<file path="src/rtl/sr_drv_pkg.sv">
// rtl/sr_drv_pkg.sv - shared types and default constants for the SR latch command driver
package sr_drv_pkg;

  typedef enum logic [1:0] {
    IDLE  = 2'd0,
    SET_P = 2'd1,
    CLR_P = 2'd2,
    HOLD  = 2'd3
  } state_e;

  typedef enum logic {
    REQ_SET = 1'b0,
    REQ_CLR = 1'b1
  } req_kind_e;

  localparam int DEF_SYNC_STAGES     = 2;
  localparam int DEF_DEBOUNCE_CYCLES = 4;
  localparam int DEF_PULSE_CYCLES    = 2;
  localparam int DEF_HOLDOFF_CYCLES  = 3;
  localparam int DEF_CNT_W           = 8;

endpackage

</file>
<file path="src/rtl/sr_input_cond.sv">
// rtl/sr_input_cond.sv - synchronizer, debounce filter and rising-edge request for one raw input
module sr_input_cond
  import sr_drv_pkg::*;
#(
  parameter int SYNC_STAGES     = DEF_SYNC_STAGES,
  parameter int DEBOUNCE_CYCLES = DEF_DEBOUNCE_CYCLES,
  parameter int CNT_W           = DEF_CNT_W
) (
  input  logic clk,
  input  logic rst,
  input  logic din,
  output logic req
);

  localparam logic [CNT_W-1:0] DEB_LAST = CNT_W'(DEBOUNCE_CYCLES - 1);

  logic [SYNC_STAGES-1:0] sync_q, sync_d;
  logic [CNT_W-1:0]       cnt_q, cnt_d;
  logic                   filt_q, filt_d;
  logic                   filt_prev_q, filt_prev_d;
  logic                   req_q, req_d;
  logic                   synced;

  assign synced = sync_q[SYNC_STAGES-1];
  assign req    = req_q;

  // Shift the raw input in, flip the filtered level only after a full run of mismatches.
  always_comb begin
    sync_d      = {sync_q[SYNC_STAGES-2:0], din};
    filt_d      = filt_q;
    cnt_d       = '0;
    if (synced != filt_q) begin
      if (cnt_q == DEB_LAST) begin
        filt_d = synced;
      end else begin
        cnt_d = cnt_q + CNT_W'(1);
      end
    end
    filt_prev_d = filt_q;
    // Only a 0->1 transition of the filtered level is a request.
    req_d       = filt_q & ~filt_prev_q;
  end

  // Conditioning state registers.
  always_ff @(posedge clk or posedge rst) begin
    if (rst) begin
      sync_q      <= '0;
      cnt_q       <= '0;
      filt_q      <= 1'b0;
      filt_prev_q <= 1'b0;
      req_q       <= 1'b0;
    end else begin
      sync_q      <= sync_d;
      cnt_q       <= cnt_d;
      filt_q      <= filt_d;
      filt_prev_q <= filt_prev_d;
      req_q       <= req_d;
    end
  end

endmodule

</file>
<file path="src/rtl/sr_latch_driver.sv">
// rtl/sr_latch_driver.sv - turns raw set/clear requests into exclusive fixed-width latch pulses
module sr_latch_driver
  import sr_drv_pkg::*;
#(
  parameter int SYNC_STAGES     = DEF_SYNC_STAGES,
  parameter int DEBOUNCE_CYCLES = DEF_DEBOUNCE_CYCLES,
  parameter int PULSE_CYCLES    = DEF_PULSE_CYCLES,
  parameter int HOLDOFF_CYCLES  = DEF_HOLDOFF_CYCLES,
  parameter int CNT_W           = DEF_CNT_W
) (
  input  logic clk,
  input  logic rst,
  input  logic set_in,
  input  logic clr_in,
  output logic s_out,
  output logic r_out,
  output logic busy,
  output logic q_model,
  output logic conflict_err
);

  localparam int               HOLD_INIT  = (HOLDOFF_CYCLES > 0) ? HOLDOFF_CYCLES - 1 : 0;
  localparam logic [CNT_W-1:0] PULSE_LOAD = CNT_W'(PULSE_CYCLES - 1);
  localparam logic [CNT_W-1:0] HOLD_LOAD  = CNT_W'(HOLD_INIT);

  logic             set_req, clr_req;
  state_e           state_q, state_d;
  logic [CNT_W-1:0] cnt_q, cnt_d;
  logic             s_q, s_d, r_q, r_d;
  logic             q_model_q, q_model_d;
  logic             conflict_q, conflict_d;
  logic             pend_valid_q, pend_valid_d;
  req_kind_e        pend_kind_q, pend_kind_d;
  logic             start;
  req_kind_e        start_kind;

  sr_input_cond #(
    .SYNC_STAGES    (SYNC_STAGES),
    .DEBOUNCE_CYCLES(DEBOUNCE_CYCLES),
    .CNT_W          (CNT_W)
  ) u_set_cond (
    .clk(clk),
    .rst(rst),
    .din(set_in),
    .req(set_req)
  );

  sr_input_cond #(
    .SYNC_STAGES    (SYNC_STAGES),
    .DEBOUNCE_CYCLES(DEBOUNCE_CYCLES),
    .CNT_W          (CNT_W)
  ) u_clr_cond (
    .clk(clk),
    .rst(rst),
    .din(clr_in),
    .req(clr_req)
  );

  assign s_out        = s_q;
  assign r_out        = r_q;
  assign busy         = (state_q != IDLE);
  assign q_model      = q_model_q;
  assign conflict_err = conflict_q;

  // Next state, pulse outputs, model update and pending-slot bookkeeping.
  always_comb begin
    state_d      = state_q;
    cnt_d        = cnt_q;
    s_d          = 1'b0;
    r_d          = 1'b0;
    q_model_d    = q_model_q;
    conflict_d   = 1'b0;
    pend_valid_d = pend_valid_q;
    pend_kind_d  = pend_kind_q;
    start        = 1'b0;
    start_kind   = REQ_SET;

    case (state_q)
      IDLE: begin
        if (set_req || clr_req) begin
          // Clear wins a tie; a fresh request displaces anything left pending.
          start        = 1'b1;
          start_kind   = clr_req ? REQ_CLR : REQ_SET;
          conflict_d   = (set_req && clr_req) || pend_valid_q;
          pend_valid_d = 1'b0;
        end else if (pend_valid_q) begin
          start        = 1'b1;
          start_kind   = pend_kind_q;
          pend_valid_d = 1'b0;
        end
      end
      SET_P, CLR_P: begin
        if (cnt_q == '0) begin
          q_model_d = (state_q == SET_P);
          if (HOLDOFF_CYCLES == 0) begin
            state_d = IDLE;
          end else begin
            state_d = HOLD;
            cnt_d   = HOLD_LOAD;
          end
        end else begin
          cnt_d = cnt_q - CNT_W'(1);
          s_d   = (state_q == SET_P);
          r_d   = (state_q == CLR_P);
        end
      end
      HOLD: begin
        if (cnt_q == '0) begin
          state_d = IDLE;
        end else begin
          cnt_d = cnt_q - CNT_W'(1);
        end
      end
      default: state_d = IDLE;
    endcase

    if (start) begin
      cnt_d = PULSE_LOAD;
      if (start_kind == REQ_CLR) begin
        state_d = CLR_P;
        r_d     = 1'b1;
      end else begin
        state_d = SET_P;
        s_d     = 1'b1;
      end
    end

    // Requests arriving mid-sequence park in the one-deep slot, last one wins.
    if ((state_q != IDLE) && (set_req || clr_req)) begin
      pend_valid_d = 1'b1;
      pend_kind_d  = clr_req ? REQ_CLR : REQ_SET;
      conflict_d   = pend_valid_q || (set_req && clr_req);
    end
  end

  // Registered FSM, counter, outputs and pending slot; reset drops pulses without a clock.
  always_ff @(posedge clk or posedge rst) begin
    if (rst) begin
      state_q      <= IDLE;
      cnt_q        <= '0;
      s_q          <= 1'b0;
      r_q          <= 1'b0;
      q_model_q    <= 1'b0;
      conflict_q   <= 1'b0;
      pend_valid_q <= 1'b0;
      pend_kind_q  <= REQ_SET;
    end else begin
      state_q      <= state_d;
      cnt_q        <= cnt_d;
      s_q          <= s_d;
      r_q          <= r_d;
      q_model_q    <= q_model_d;
      conflict_q   <= conflict_d;
      pend_valid_q <= pend_valid_d;
      pend_kind_q  <= pend_kind_d;
    end
  end

endmodule
</file>
<file path="config.mk">
export PLATFORM = sky130hd
export DESIGN_NAME = sr_latch_driver
export DESIGN_NICKNAME = d
export VERILOG_FILES = /design/src/rtl/sr_drv_pkg.sv /design/src/rtl/sr_input_cond.sv /design/src/rtl/sr_latch_driver.sv
export SDC_FILE = /design/constraint.sdc
export NUM_CORES = 1
export LEC_CHECK = 0
export CAP_MARGIN = 20
export CORE_UTILIZATION = 60
export DETAILED_ROUTE_END_ITERATION = 10
export PLACE_DENSITY = 0.79
export SLEW_MARGIN = 20
export SYNTH_ARGS = -nofsm -noshare
export SYNTH_HDL_FRONTEND = slang
export SYNTH_SLANG_ARGS = --single-unit
export TNS_END_PERCENT = 50
</file>
<file path="constraint.sdc">
create_clock -name clk -period 5.49 [get_ports clk]
set_clock_uncertainty 0.2 [all_clocks]
set_input_delay 1.098 -clock clk [delete_from_list [all_inputs] [get_ports clk]]
set_output_delay 1.098 -clock clk [all_outputs]
set_load 0.01 [all_outputs]
</file>
Yosys cells after proc, flatten, opt, wreduce, memory -nomap -nowiden --
Index checks and enable logic that the tools add are counted. W data, S select, Z words.
Cells by class: add/sub/neg operators 3, equal/unequal tests 10, mux-type cells 33, bitwise gates (word level) 4, reduce and logical (&&, ||, !) cells 15
Operator list (count):
- $mux W8 | 7
- $mux W1 | 20
- $add A8 B1 Y8 const B | 2
- $eq A8 B2 Y1 const B | 2
- $pmux W8 S2 | 1
- $ne A3 B3 Y1 const B | 3
- $logic_not A8 Y1 | 1
- $mux W2 | 4
- $reduce_and A2 Y1 | 4
- $sub A8 B1 Y8 const B | 1
- $eq A2 B2 Y1 const B | 2
- $pmux W2 S2 | 1
- $reduce_bool A2 Y1 | 2
- $reduce_and A3 Y1 | 1
- $reduce_bool A3 Y1 | 1
- $and A1 B1 Y1 | 2
- $eq A2 B1 Y1 const B | 1
- $logic_and A1 B1 Y1 | 2
- $logic_not A2 Y1 | 1
- $logic_or A1 B1 Y1 | 2
- $ne A1 B1 Y1 | 2
- $not A1 Y1 | 2
- $reduce_or A2 Y1 | 1
Word-level totals: bits in registers 42, input port bits 4, logic and storage cells 83

Longest topological paths before layout --
Gate-level depths: netlist of run 1.
depth in word-level cells 5, mapped depth 6, depth with buffers taken out 6

Hierarchy --
A second synthesis of run 1 with hierarchy kept.
Unflattened totals: cell total of the unflattened synthesis 189, area, all modules 2031.9 sq um
Modules (own cells, without submodules):
- sr_input_cond | times used 2, cells an instance 48, area an instance 553.0 sq um, sequential area each 325.3 sq um
- sr_latch_driver | times used 1, cells an instance 93, area an instance 925.9 sq um, sequential area each 400.4 sq um

Worst setup path after synthesis of run 1 --
No wires, ideal clock.
kind register to output, from reg state_q[0], to out busy, data arrival time 0.797 ns, required time 4.192 ns, slack 3.395 ns, cell stages (with the launch flop) 4, path through dfrtp_1 inv_1 ha_1 inv_1
On the way: cells in the longest elaborated chain, start to end 1
Ends and longest elaborated chain:
- start, declared | line sr_latch_driver.sv:27 | state_e state_q, state_d;
- start signal, assigned | line sr_latch_driver.sv:148 | state_q <= state_d;
- $reduce_bool A2 Y1 | line sr_latch_driver.sv:61 | assign busy = (state_q != IDLE);
- end, declared | line sr_latch_driver.sv:17 | output logic busy,
Every way passes these cells.

Worst setup path after layout of run 1 --
Ends and elaborated chain as after synthesis.

==> impl_metrics.env, run 1 <==
export IMPL_synth_compound_area_share_pct=10.1
export IMPL_leakage_uw=0.000987
export IMPL_start_kind="flip-flop"
export IMPL_crit_fanout=5
export IMPL_drt_initial_drc_count=58
export IMPL_min_path_type="reg2reg"
export IMPL_dp_cells=221
export IMPL_multi_input_area_sq_um=810
export IMPL_totalWireLength_um=3140
export IMPL_cts_htree_levels=2
export IMPL_grt_max_degree=43
export IMPL_synth_nets=181
export IMPL_first_pass_iters=4
export IMPL_vdd_drop_max_mv=0.314
export IMPL_path_clk_slew_ps=120
export IMPL_cap_violations=0
export IMPL_synth_edf_count=0
export IMPL_timing_fmax_ghz=0.326
export IMPL_min_from="u_set_cond.sync_q[0]$_DFF_PP0_"
export IMPL_fin_cells=229
export IMPL_finalSetupViolations=0
export IMPL_cts_path_max_buffers=2
export IMPL_cts_tree="done"
export IMPL_synthFlopType="dfrtp_1"
export IMPL_endpoint_kind="output pin"
export IMPL_vias=1299
export IMPL_routed_via_density=5.67
export IMPL_avgRoutedWirePerCell_um=13.7
export IMPL_ys_ff_latch=42
export IMPL_synth_simple_area_share_pct=18.9
export IMPL_worst_endpoint_arrival_ps=1770
export IMPL_post_synth_top_area_fraction_pct=55.7
export IMPL_rrSetupSlack_ps=3200
export IMPL_finalHoldViolCount=0
export IMPL_rr_endpoint="cnt_q[6]$_DFFE_PP0P_"
export IMPL_die_x_um=58.1
export IMPL_status="completed"
export IMPL_seqCellArea_sq_um=1050
export IMPL_start_util_pct=65.6
export IMPL_r2r_cells=6
export IMPL_ant_nets=0
export IMPL_num_fill_cells=199
export IMPL_clockRootBuffer="clkbuf_4"
export IMPL_mostFrequentLayoutCells="42 x dfrtp_1, 18 x nor2_1, 14 x nand3_1"
export IMPL_grt_setup_unrepaired="no"
export IMPL_period_minus_slack_ps=3070
export IMPL_syn_inst=170
export IMPL_nets=197
export IMPL_synthArstFlopShare_pct=100
export IMPL_tns_ps=0
export IMPL_routabilityCongestion=0.886
export IMPL_cts_buffers=5
export IMPL_worst_pin_slew_ps=731
export IMPL_hold_path_end="u_set_cond.sync_q[1]$_DFF_PP0_"
export IMPL_p_per_area_nw_per_um2=521
export IMPL_cts_hold_buf=0
export IMPL_cts_sinks=42
export IMPL_core_sq_um=2880
export IMPL_synthMuxAreaShare_pct=1.79
export IMPL_area_growth_pct=10.3
export IMPL_ys_warnings_count=0
export IMPL_drive_gt1_share_pct=9.63
export IMPL_antenna_found_initial=0
export IMPL_postCtsSetupRepairBufs=0
export IMPL_finalMaxSlewViolations=0
export IMPL_syn_area_sq_um=1890
export IMPL_yosys_top_cells_area="dfrtp_1 56%, xor2_1 6.0%, ha_1 4.6%"
export IMPL_io_pins=9
export IMPL_synth_fa_ha_area_share_pct=5.17
export IMPL_grtUsageTotal_pct=22.6
export IMPL_netlist_top_cell_by_area="dfrtp_1"
export IMPL_ys_seq_area_share_pct=55.7
export IMPL_cp_data_required_time_ps=4190
export IMPL_num_rows=19
export IMPL_r2r_start="cnt_q[0]$_DFFE_PP0P_"
export IMPL_cts_repair_resized=0
export IMPL_post_route_drc_count=0
export IMPL_crit_type="reg2out"
export IMPL_synth_xor_area_share_pct=6.96
export IMPL_grt_pass1_wl_um=5640
export IMPL_grt_pass1_vias=1298
export IMPL_fin_crit_sh_pct=55.9
export IMPL_synth_top_family_by_area="simple AND/OR/NAND/NOR gates"
export IMPL_overflow=0
export IMPL_placed_area_sq_um=2030
export IMPL_avgSynthCellArea_sq_um=11.1
export IMPL_max_slew_margin_pct=51.2
export IMPL_die_y_um=58.1
export IMPL_final_cell_area_sq_um=2080
export IMPL_insertedDiodeCount=0
export IMPL_die_area_sq_um=3370
export IMPL_finalWorstSetupSlack_ps=2420
export IMPL_clk_latency_ps=350
export IMPL_dp_hpwl_um=2210
export IMPL_netlist_cell_type_count=36
export IMPL_portBuffers=8
export IMPL_min_path_cells=0
export IMPL_layout_commonest_cell="dfrtp_1"
export IMPL_dp_slack_ps=2830
state kept, by name, indices dropped and copies added (netlist names), 2 cells and up:
signal and count:
u_set_cond.cnt_q 8, state_q 2, u_set_cond.sync_q 2, u_clr_cond.cnt_q 8, u_clr_cond.sync_q 2, cnt_q 8
layout make-up:
type                    instances  area share [%]
multi-input cells             121            38.9
clock buffers                   6            1.98
clock inverters                 2           0.661
repair buffers                  9            4.21
inverters                       7            1.26
well taps                      42            2.52
flip-flops and latches         42            50.5
worst max-delay path, cell delays in order (launching register included):
cell and delay [ps]:
dfrtp_1 420, inv_1 80, ha_1 250, inv_1 130
clkdlybuf4s50_1 550
Yosys cell counts (2+ instances only):
master	count
a21o_1	4
a21oi_1	6
a31oi_1	3
and3_1	6
dfrtp_1	42
ha_1	7
inv_1	7
mux2_2	3
nand2_1	9
nand3_1	14
nor2_1	18
nor2b_1	2
nor3_1	3
nor3b_1	3
nor4b_1	2
o21ai_0	5
o31ai_1	2
or3_1	2
or4_1	2
xnor2_1	2
xor2_1	13
layer usage:
metal / routed length [um] / vias up / track usage [%]
met5: 0 / - / 0
li1: - / 636 / -
met2: 1620 / 20 / 36.6
met3: 71 / 7 / 5.13
met1: 1390 / 636 / 27.8
met4: 61 / 0 / 13.3
logic make-up after synthesis:
logic type	after synthesis
simple gates	67
flops	42
compound gates	28
xor+xnor	15
fa+ha+maj	8
buf+inv	7
mux	3
metrics by stage:
| step | utilization, % | total power (uW) | hold slack, ps |
|---|---|---|---|
| floorplan | - | 812 | 131 |
| global placement | 70.5 | 910 | 134 |
| detailed placement | 70.5 | 940 | 136 |
| CTS | 72.4 | 1090 | 164 |
| global route | 72.4 | 1170 | 174 |
| finish | 72.4 | 1090 | 162 |
worst max-delay path by stage:
stage / slack (ps) / from / end
2_1_floorplan: 3220 / rst / cnt_q[0]$_DFFE_PP0P_
3_3_place_gp: 2870 / state_q[0]$_DFFE_PP0P_ / busy
3_5_place_dp: 2830 / state_q[0]$_DFFE_PP0P_ / busy
4_1_cts: 2420 / state_q[0]$_DFFE_PP0P_ / busy
5_1_grt: 2310 / state_q[0]$_DFFE_PP0P_ / busy
6_report: 2420 / state_q[0]$_DFFE_PP0P_ / busy
report_power, final:
| part | total (uW) | internal, uW | switching (uW) |
|---|---|---|---|
| Sequential | 486 | 400 | 85.4 |
| Clock | 148 | 50.4 | 97.6 |
| Combinational | 452 | 205 | 247 |
(Power assumes the default switching activity.)
==> run 2, diff against run 1 <==
Settings changed: CORE_UTILIZATION 60 to 53, PLACE_DENSITY 0.79 to 0.74.
Clock period 5.49 ns to 2.58 ns, I/O delays scaled along.
==> impl_metrics.env, run 2 (synthesis results as in run 1) <==
export IMPL_status="completed"
export IMPL_clockRootBuffer="clkbuf_4"
export IMPL_die_area_sq_um=3800
export IMPL_routed_via_density=5.56
export IMPL_tns_ps=0
export IMPL_top_regs="cnt_q (8), u_clr_cond.cnt_q (8), u_set_cond.cnt_q (8)"
export IMPL_min_path_cells=0
export IMPL_layout_commonest_cell="dfrtp_1"
export IMPL_cts_buffers=5
export IMPL_routabilityCongestion=0.834
export IMPL_io_pins=9
export IMPL_finalSetupViolations=0
export IMPL_nets=199
export IMPL_finalMaxSlewViolations=0
export IMPL_first_pass_iters=4
export IMPL_area_growth_pct=12.8
export IMPL_insertedDiodeCount=0
export IMPL_timing_fmax_ghz=0.407
export IMPL_num_rows=21
export IMPL_portBuffers=8
export IMPL_cts_tree="done"
export IMPL_finalHoldViolCount=0
export IMPL_cts_sinks=42
export IMPL_leakage_uw=0.00101
export IMPL_crit_fanout=5
export IMPL_grt_max_degree=43
export IMPL_grt_pass1_vias=1286
export IMPL_vdd_drop_max_mv=0.528
export IMPL_grt_pass1_wl_um=5530
export IMPL_power_uw=2420
export IMPL_post_route_drc_count=0
export IMPL_cts_htree_levels=2
export IMPL_drt_initial_drc_count=126
export IMPL_grt_setup_unrepaired="no"
export IMPL_drive_gt1_share_pct=11.1
export IMPL_avgRoutedWirePerCell_um=13.3
export IMPL_path_clk_slew_ps=130
export IMPL_grtUsageTotal_pct=20.7
export IMPL_worst_endpoint_arrival_ps=1740
export IMPL_die_x_um=61.7
export IMPL_max_slew_margin_pct=57.2
export IMPL_dp_hpwl_um=2200
export IMPL_totalWireLength_um=3120
export IMPL_start_util_pct=56.1
export IMPL_core_sq_um=3360
export IMPL_die_y_um=61.7
export IMPL_fin_crit_sh_pct=95.3
export IMPL_finalWorstSetupSlack_ps=120
export IMPL_worst_pin_slew_ps=637
export IMPL_overflow=0
export IMPL_cts_path_max_buffers=2
export IMPL_p_per_area_nw_per_um2=1140
export IMPL_r2r_cells=7
export IMPL_cts_repair_resized=0
export IMPL_vias=1307
export IMPL_endpoint_kind="output pin"
export IMPL_cp_data_required_time_ps=1860
export IMPL_start_kind="flip-flop"
export IMPL_min_path_type="reg2reg"
export IMPL_period_minus_slack_ps=2460
export IMPL_antenna_found_initial=0
export IMPL_dp_slack_ps=492
export IMPL_mostFrequentLayoutCells="42 x dfrtp_1, 18 x nor2_1, 14 x nand3_1"
export IMPL_cap_violations=0
export IMPL_crit_type="reg2out"
export IMPL_ant_nets=0
export IMPL_clk_latency_ps=350
run 2: changes by cell type in the layout (fill, tap and decap cells not counted), sizes merged:
| cell | previous run | this run |
|---|---|---|
| buf | 1 | 3 |
| bufinv | 0 | 1 |
| clkbuf | 6 | 5 |
| clkinv | 2 | 1 |
| inv | 7 | 8 |
run 2: per-layer routing:
layer / GRT usage (%) / vias to the layer above / wire length (um)
li1: - / 634 / -
met1: 23.5 / 638 / 1420
met2: 35.0 / 27 / 1510
met3: 7.14 / 8 / 123
met4: 9.52 / 0 / 65
met5: 0 / - / 0
run 2: repair_timing:
item / 4_1_cts / 5_1_grt
endpoints found under the hold margin: 0 / 0
hold buffers: 0 / 0
setup endpoints to repair: 0 / 1
setup buffers: 0 / 1
run 2: report_power, final:
part	switching (uW)	leakage [uW]	internal, uW
combinational	520	0.000424	451
sequential	182	0.000540	852
clock	211	0.0000456	206
run 2: critical path, stage by stage (launching register included):
cell             delay [ps]
dfrtp_1                 410
inv_1                    90
ha_1                    250
inv_1                   120
clkdlybuf4s50_1         540
run 2: area by class of cell:
type	instances	area, sq um
inverter	7	26.3
sequential	42	1050
tap	46	57.6
fill	294	1230
timing repair buffer	11	103
clock buffer	5	37.5
clock inverter	3	43.8
multi-input combinational	121	810
run 2: path summary, 6_finish.rpt:
path                            slack [ps]                        endpoint                            from
worst max-delay path                   120                            busy          state_q[0]$_DFFE_PP0P_
max in group asynchronous             1460   u_clr_cond.cnt_q[6]$_DFF_PP0_                             rst
worst min-delay path                   160  u_set_cond.sync_q[1]$_DFF_PP0_  u_set_cond.sync_q[0]$_DFF_PP0_
min in group asynchronous              360   u_set_cond.cnt_q[5]$_DFF_PP0_                             rst
worst min register to register         160  u_set_cond.sync_q[1]$_DFF_PP0_  u_set_cond.sync_q[0]$_DFF_PP0_
worst max register to register         500            cnt_q[7]$_DFFE_PP0P_            cnt_q[0]$_DFFE_PP0P_
run 2: stage by stage:
stage	cells	instance area [sq um]	util [%]	hold slack [ps]
3_5_place_dp	226	2040	60.6	135
5_1_grt	235	2130	63.3	173
3_3_place_gp	226	2040	60.6	135
6_report	235	2130	63.3	163
4_1_cts	234	2120	63.1	165
2_1_floorplan	170	1890	-	131
==> run 3, diff against run 2 <==
Settings changed: CORE_MARGIN set to 4.
==> impl_metrics.env, run 3 (synthesis results as in run 1) <==
export IMPL_finalMaxSlewViolations=0
export IMPL_portBuffers=8
export IMPL_grt_pass1_vias=1260
export IMPL_intPower_uw=1430
export IMPL_seqCellArea_sq_um=1050
export IMPL_mostFrequentLayoutCells="42 x dfrtp_1, 18 x nor2_1, 14 x nand3_1"
export IMPL_pwr_share_comb_pct=42.6
export IMPL_layout_commonest_cell="dfrtp_1"
export IMPL_top_regs="cnt_q (8), u_clr_cond.cnt_q (8), u_set_cond.cnt_q (8)"
export IMPL_clockRootBuffer="clkbuf_4"
export IMPL_netSwitchingPower_uw=884
export IMPL_first_pass_iters=4
export IMPL_routabilityCongestion=0.856
export IMPL_vdd_drop_max_mv=0.557
export IMPL_totalWireLength_um=3090
export IMPL_die_y_um=67.7
export IMPL_status="completed"
export IMPL_max_slew_margin_pct=56.8
export IMPL_insertedDiodeCount=0
export IMPL_cts_repair_resized=0
export IMPL_clk_latency_ps=340
export IMPL_timing_fmax_ghz=0.410
export IMPL_seq_power_share_pct=44.3
export IMPL_finalHoldViolCount=0
export IMPL_num_rows=21
export IMPL_cts_sinks=42
export IMPL_cp_cell_sequence="inv_1 > ha_1 > inv_1 > clkdlybuf4s50_1"
export IMPL_min_path_type="reg2reg"
export IMPL_crit_type="reg2out"
export IMPL_path_clk_slew_ps=110
export IMPL_worst_endpoint_arrival_ps=1720
export IMPL_cp_data_required_time_ps=1860
export IMPL_dp_hpwl_um=2170
export IMPL_nets=199
export IMPL_cpMostUsedCell="inv_1"
export IMPL_overflow=0
export IMPL_cts_htree_levels=2
export IMPL_die_area_sq_um=4580
export IMPL_cpLargestDelayFamily="buffers and inverters"
export IMPL_drive_gt1_share_pct=10.2
export IMPL_start_kind="flip-flop"
export IMPL_io_pins=9
export IMPL_p_per_area_nw_per_um2=1100
export IMPL_vias=1294
export IMPL_core_sq_um=3390
export IMPL_finalWorstSetupSlack_ps=140
export IMPL_fin_crit_sh_pct=94.6
export IMPL_cts_hold_buf=0
export IMPL_start_util_pct=55.7
export IMPL_grtUsageTotal_pct=16.4
export IMPL_num_fill_cells=277
export IMPL_finalSetupViolations=0
export IMPL_multi_input_area_sq_um=810
export IMPL_path_buf_inv=3
export IMPL_leakage_uw=0.000995
export IMPL_tns_ps=0
export IMPL_grt_max_degree=43
export IMPL_critPathMaxStageDelay_ps=540
export IMPL_period_minus_slack_ps=2440
export IMPL_cts_path_max_buffers=2
export IMPL_avgRoutedWirePerCell_um=13.2
export IMPL_grt_pass1_wl_um=5470
export IMPL_postCtsSetupRepairBufs=0
export IMPL_crit_fanout=5
export IMPL_dp_slack_ps=487
export IMPL_endpoint_kind="output pin"
export IMPL_hold_slack_ps=160
export IMPL_drt_initial_drc_count=68
export IMPL_die_x_um=67.7
export IMPL_antenna_found_initial=0
export IMPL_cap_violations=0
export IMPL_ant_nets=0
export IMPL_p_sw_share_pct=38.2
export IMPL_area_growth_pct=11.2
export IMPL_cts_tree="done"
export IMPL_crit_slowest_cell="clkdlybuf4s50_1"
export IMPL_routed_via_density=5.55
export IMPL_clockPowerShare_pct=13.2
export IMPL_cts_buffers=5
export IMPL_grt_setup_unrepaired="no"
export IMPL_worst_pin_slew_ps=642
export IMPL_post_route_drc_count=0
-- run 3: cell count changes in the layout (fill, tap and decap cells not counted) --
cell,change
clkinv_2,-1
inv_6,-1
bufinv_16,-1
clkbuf_8,+1
-- run 3: path summary, 6_finish.rpt --
kind / start / to / slack (ps) / cells past startpoint
setup / recovery: state_q[1]$_DFFE_PP0P_ / busy / 140 / 4
hold reg to reg: u_set_cond.sync_q[0]$_DFF_PP0_ / u_set_cond.sync_q[1]$_DFF_PP0_ / 160 / 0
setup reg to reg: cnt_q[0]$_DFFE_PP0P_ / cnt_q[6]$_DFFE_PP0P_ / 470 / 6
max in group asynchronous: rst / u_clr_cond.cnt_q[5]$_DFF_PP0_ / 1440 / 3
hold / removal: u_set_cond.sync_q[0]$_DFF_PP0_ / u_set_cond.sync_q[1]$_DFF_PP0_ / 160 / 0
min in group asynchronous: rst / u_set_cond.cnt_q[7]$_DFF_PP0_ / 390 / 3
-- run 3: cell type report --
class                           count  area share [%]
Clock buffer                        6            2.44
Sequential cell                    42            50.1
Timing Repair Buffer               11            4.89
Inverter                            7            1.25
Tap cell                           46            2.74
Multi-Input combinational cell    121            38.6
-- run 3: power groups by stage --
stage,clock [uW],sequential (uW),combinational (uW)
floorplan,0,1010,719
global placement,0,1020,932
detailed placement,0,1040,963
CTS,321,1030,978
global route,351,1050,1120
finish,305,1020,985
-- run 3: metal layers --
| layer | vias to the layer above | track usage, % | share of wire [%] |
|---|---|---|---|
| li1 | 640 | - | - |
| met1 | 630 | 19.2 | 46 |
| met2 | 19 | 26.6 | 49 |
| met3 | 5 | 6.49 | 3.7 |
| met4 | 0 | 6.58 | 1.4 |
| met5 | - | 0 | 0 |
-- run 3: metrics by stage --
| stage | std cells | instance area [sq um] | power, uW | utilization, % |
|---|---|---|---|---|
| final | 233 | 2100 | 2310 | 61.9 |
| after global routing | 233 | 2100 | 2530 | 61.9 |
| after CTS | 232 | 2090 | 2320 | 61.7 |
| after detailed placement | 226 | 2040 | 2000 | 60.2 |
| after global placement | 226 | 2040 | 1950 | 60.2 |
| after floorplan | 170 | 1890 | 1730 | - |
==> edit: new RTL, flow settings as in run 1 <==
Set the package constant `DEF_CNT_W` to 6 (it was 8).
--- a/src/rtl/sr_drv_pkg.sv
+++ b/src/rtl/sr_drv_pkg.sv
@@ -17,7 +17,7 @@
   localparam int DEF_DEBOUNCE_CYCLES = 4;
   localparam int DEF_PULSE_CYCLES    = 2;
   localparam int DEF_HOLDOFF_CYCLES  = 3;
-  localparam int DEF_CNT_W           = 8;
+  localparam int DEF_CNT_W           = 6;
 
 endpackage
 
Function: no difference found for any inputs over 10 cycles, from zero or initial values and one cycle with rst high; that may be too few to reach the edited logic, so the function may still have changed.
==> edit against run 1 <==
Critical path type unchanged. Area after synthesis is 17% lower. Total power decreased by 9.2%. Core utilization decreased by 1.3 points. Synthesized cell count down 17%. Largest power group unchanged. Worst setup slack improved by 52 ps. Wire length decreased by 17%. Final cell count decreased by 18%. Final area is 15% lower. Sequential cell count decreased by 6.
==> edit: results (changes against run 1) <==
Status
The flow ran to the end, and the final reports show no timing, DRC or antenna violations.

Synth
The cell area after technology mapping is 1570 sq um (-17%). By count the netlist is led by 36 x sky130_fd_sc_hd__dfrtp_1, 20 x sky130_fd_sc_hd__nor2_1, 11 x sky130_fd_sc_hd__inv_1. The yosys synthesis warning count came to 0 (unchanged). The most used flip-flop cell after synthesis is sky130_fd_sc_hd__dfrtp_1.

The number of nets produced by synthesis is 153 (-15%). Yosys attributes the largest share of cell area to sky130_fd_sc_hd__dfrtp_1 58%, sky130_fd_sc_hd__ha_1 6.4%, sky130_fd_sc_hd__nor2_1 4.8%. The number of distinct library cell variants in the gate-level netlist after synthesis is 30 (-17%). The post-synthesis sequential area ratio is 0.575 (+0.0181).

STA
The final-report hold violation count came to 0 (unchanged). The tightest hold margin was 157 ps (-4.32 ps). The normalized max-slew margin is 0.597 (+0.0851).

The minimum clock period was 3020 ps (-51.6 ps).

GRT
The global-route wire length before repair is 4310 um (-24%). The combined global-route utilization of all metal layers was 0.225 (-0.00136). The initial antenna violation count is 0 (unchanged). The number of global-route vias before repair is 993 (-23%). The maximum number of pins on one net before global-route repair came to 37 (-14%).

Detailed routing
The final routed wire length divided by cell count is 14.0 um (+2.1%). The first-pass iteration count of the detailed router was 4 (unchanged). The violation count after the first detailed-routing iteration is 21 (-64%).

The detailed-route vias per instance came to 5.38 (-5.2%).

Clocking
The count of cells resized by post-cts repair was 0 (unchanged). The clock edge transition at the registers on the reported setup and hold paths is 110 ps. The total clock buffers created by CTS came to 5 (unchanged). The clock reaches the later pin of the worst-skew pair after 340 ps. The tree is rooted in a sky130_fd_sc_hd__clkbuf_4.

Setup path
In this run the worst setup path terminates at busy. On the critical path, the stage with the largest delay is an instance of sky130_fd_sc_hd__clkdlybuf4s50_1. The maximum fanout encountered on the critical timing path is 5 (unchanged). Broken down by cell family, the worst path's largest delay share belongs to buffers and inverters.

The length in cells of the worst reg-to-reg path is 6 (unchanged). The reg-to-reg critical path endpoint is cnt_q[5]$_DFFE_PP0P_. The worst stage delay on the critical path is 540 ps. The worst-case register-to-register setup slack is 3520 ps (+320 ps).

Placement
The worst setup slack after placement is 2870 ps (+36.3 ps). The last weighted congestion value of the routability-driven placer is 0.708 (-20%). The post-detailed-placement half-perimeter wirelength came to 1770 um (-20%).

Finish
The fraction of final layout cells with drive strength greater than 1 came to 0.115 (+0.0184). The diode insertion count for antenna repair is 0 (unchanged). The layout net count was 168 (-15%). The number of filler cells placed in the layout came to 179 (-10%). The largest registers in the layout are cnt_q (6), u_clr_cond.cnt_q (6), u_set_cond.cnt_q (6).

Job
The number of maximum-capacitance violations came to 0 (unchanged).

Power and ir drop
The share of total power in sequential cells came to 0.429 (-0.018). The leakage power summed over all cells came to 0.000810 uW (-18%). The peak ir drop on the vdd network is 0.000423 V (+34%). The internal power contribution was 621 uW (-5.2%).
edit: cell types whose count changed after synthesis, sizes merged, moves of 3 or more:
| cell | delta |
|---|---|
| inv | +4 |
| nand3 | -10 |
| or4 | -3 |
| mux2i | +3 |
| and3 | -6 |
| a21o | -3 |
| nor2b | +3 |
| dfrtp | -6 |
| xor2 | -9 |
| xnor2 | +3 |
| nor3b | -3 |
edit: stage by stage:
stage | util | instances | cell area, sq um | power [uW]
2_1_floorplan | - | 141 | 1570 | 694
3_3_place_gp | 0.678 | 179 | 1680 | 768
3_5_place_dp | 0.678 | 179 | 1680 | 799
4_1_cts | 0.711 | 187 | 1760 | 990
5_1_grt | 0.711 | 187 | 1760 | 1060
6_report | 0.711 | 187 | 1760 | 986
edit: power by group through the flow:
stage	combinational [uW]	clock, uW	sequential (uW)
after detailed placement	374	0	425
final	378	184	423
after CTS	381	187	422
after global routing	427	201	434
after global placement	352	0	417
after floorplan	279	0	414
edit: per-layer routing:
layer | GRT usage | routed length [um] | vias to the layer above
met1 | 0.282 | 1170 | 486
met4 | 0.118 | 40 | 0
li1 | - | - | 497
met3 | 0.0603 | 95 | 4
met5 | 0 | 0 | -
met2 | 0.352 | 1310 | 19
edit: worst min path at each step:
stage,start,end,cells past startpoint
2_1_floorplan,u_clr_cond.sync_q[0]$_DFF_PP0_,u_clr_cond.sync_q[1]$_DFF_PP0_,0
3_3_place_gp,u_set_cond.sync_q[0]$_DFF_PP0_,u_set_cond.sync_q[1]$_DFF_PP0_,0
3_5_place_dp,u_set_cond.sync_q[0]$_DFF_PP0_,u_set_cond.sync_q[1]$_DFF_PP0_,0
4_1_cts,u_set_cond.sync_q[0]$_DFF_PP0_,u_set_cond.sync_q[1]$_DFF_PP0_,0
5_1_grt,u_set_cond.sync_q[0]$_DFF_PP0_,u_set_cond.sync_q[1]$_DFF_PP0_,0
6_report,u_set_cond.sync_q[0]$_DFF_PP0_,u_set_cond.sync_q[1]$_DFF_PP0_,0
edit: cell families after synthesis:
logic type      after synthesis  synth area share
compound gates               18            0.0695
xor+xnor                      9            0.0503
mux                           6            0.0431
simple gates                 51             0.158
buf+inv                      12            0.0335
flops                        36             0.575
fa+ha+maj                     9            0.0703
edit: cell type report:
class,instances,area share
Clock buffer,5,0.0213
Inverter,11,0.0235
Clock inverter,3,0.0242
Tap cell,30,0.0213
Multi-Input combinational cell,93,0.348
Timing Repair Buffer,9,0.0498
Sequential cell,36,0.512
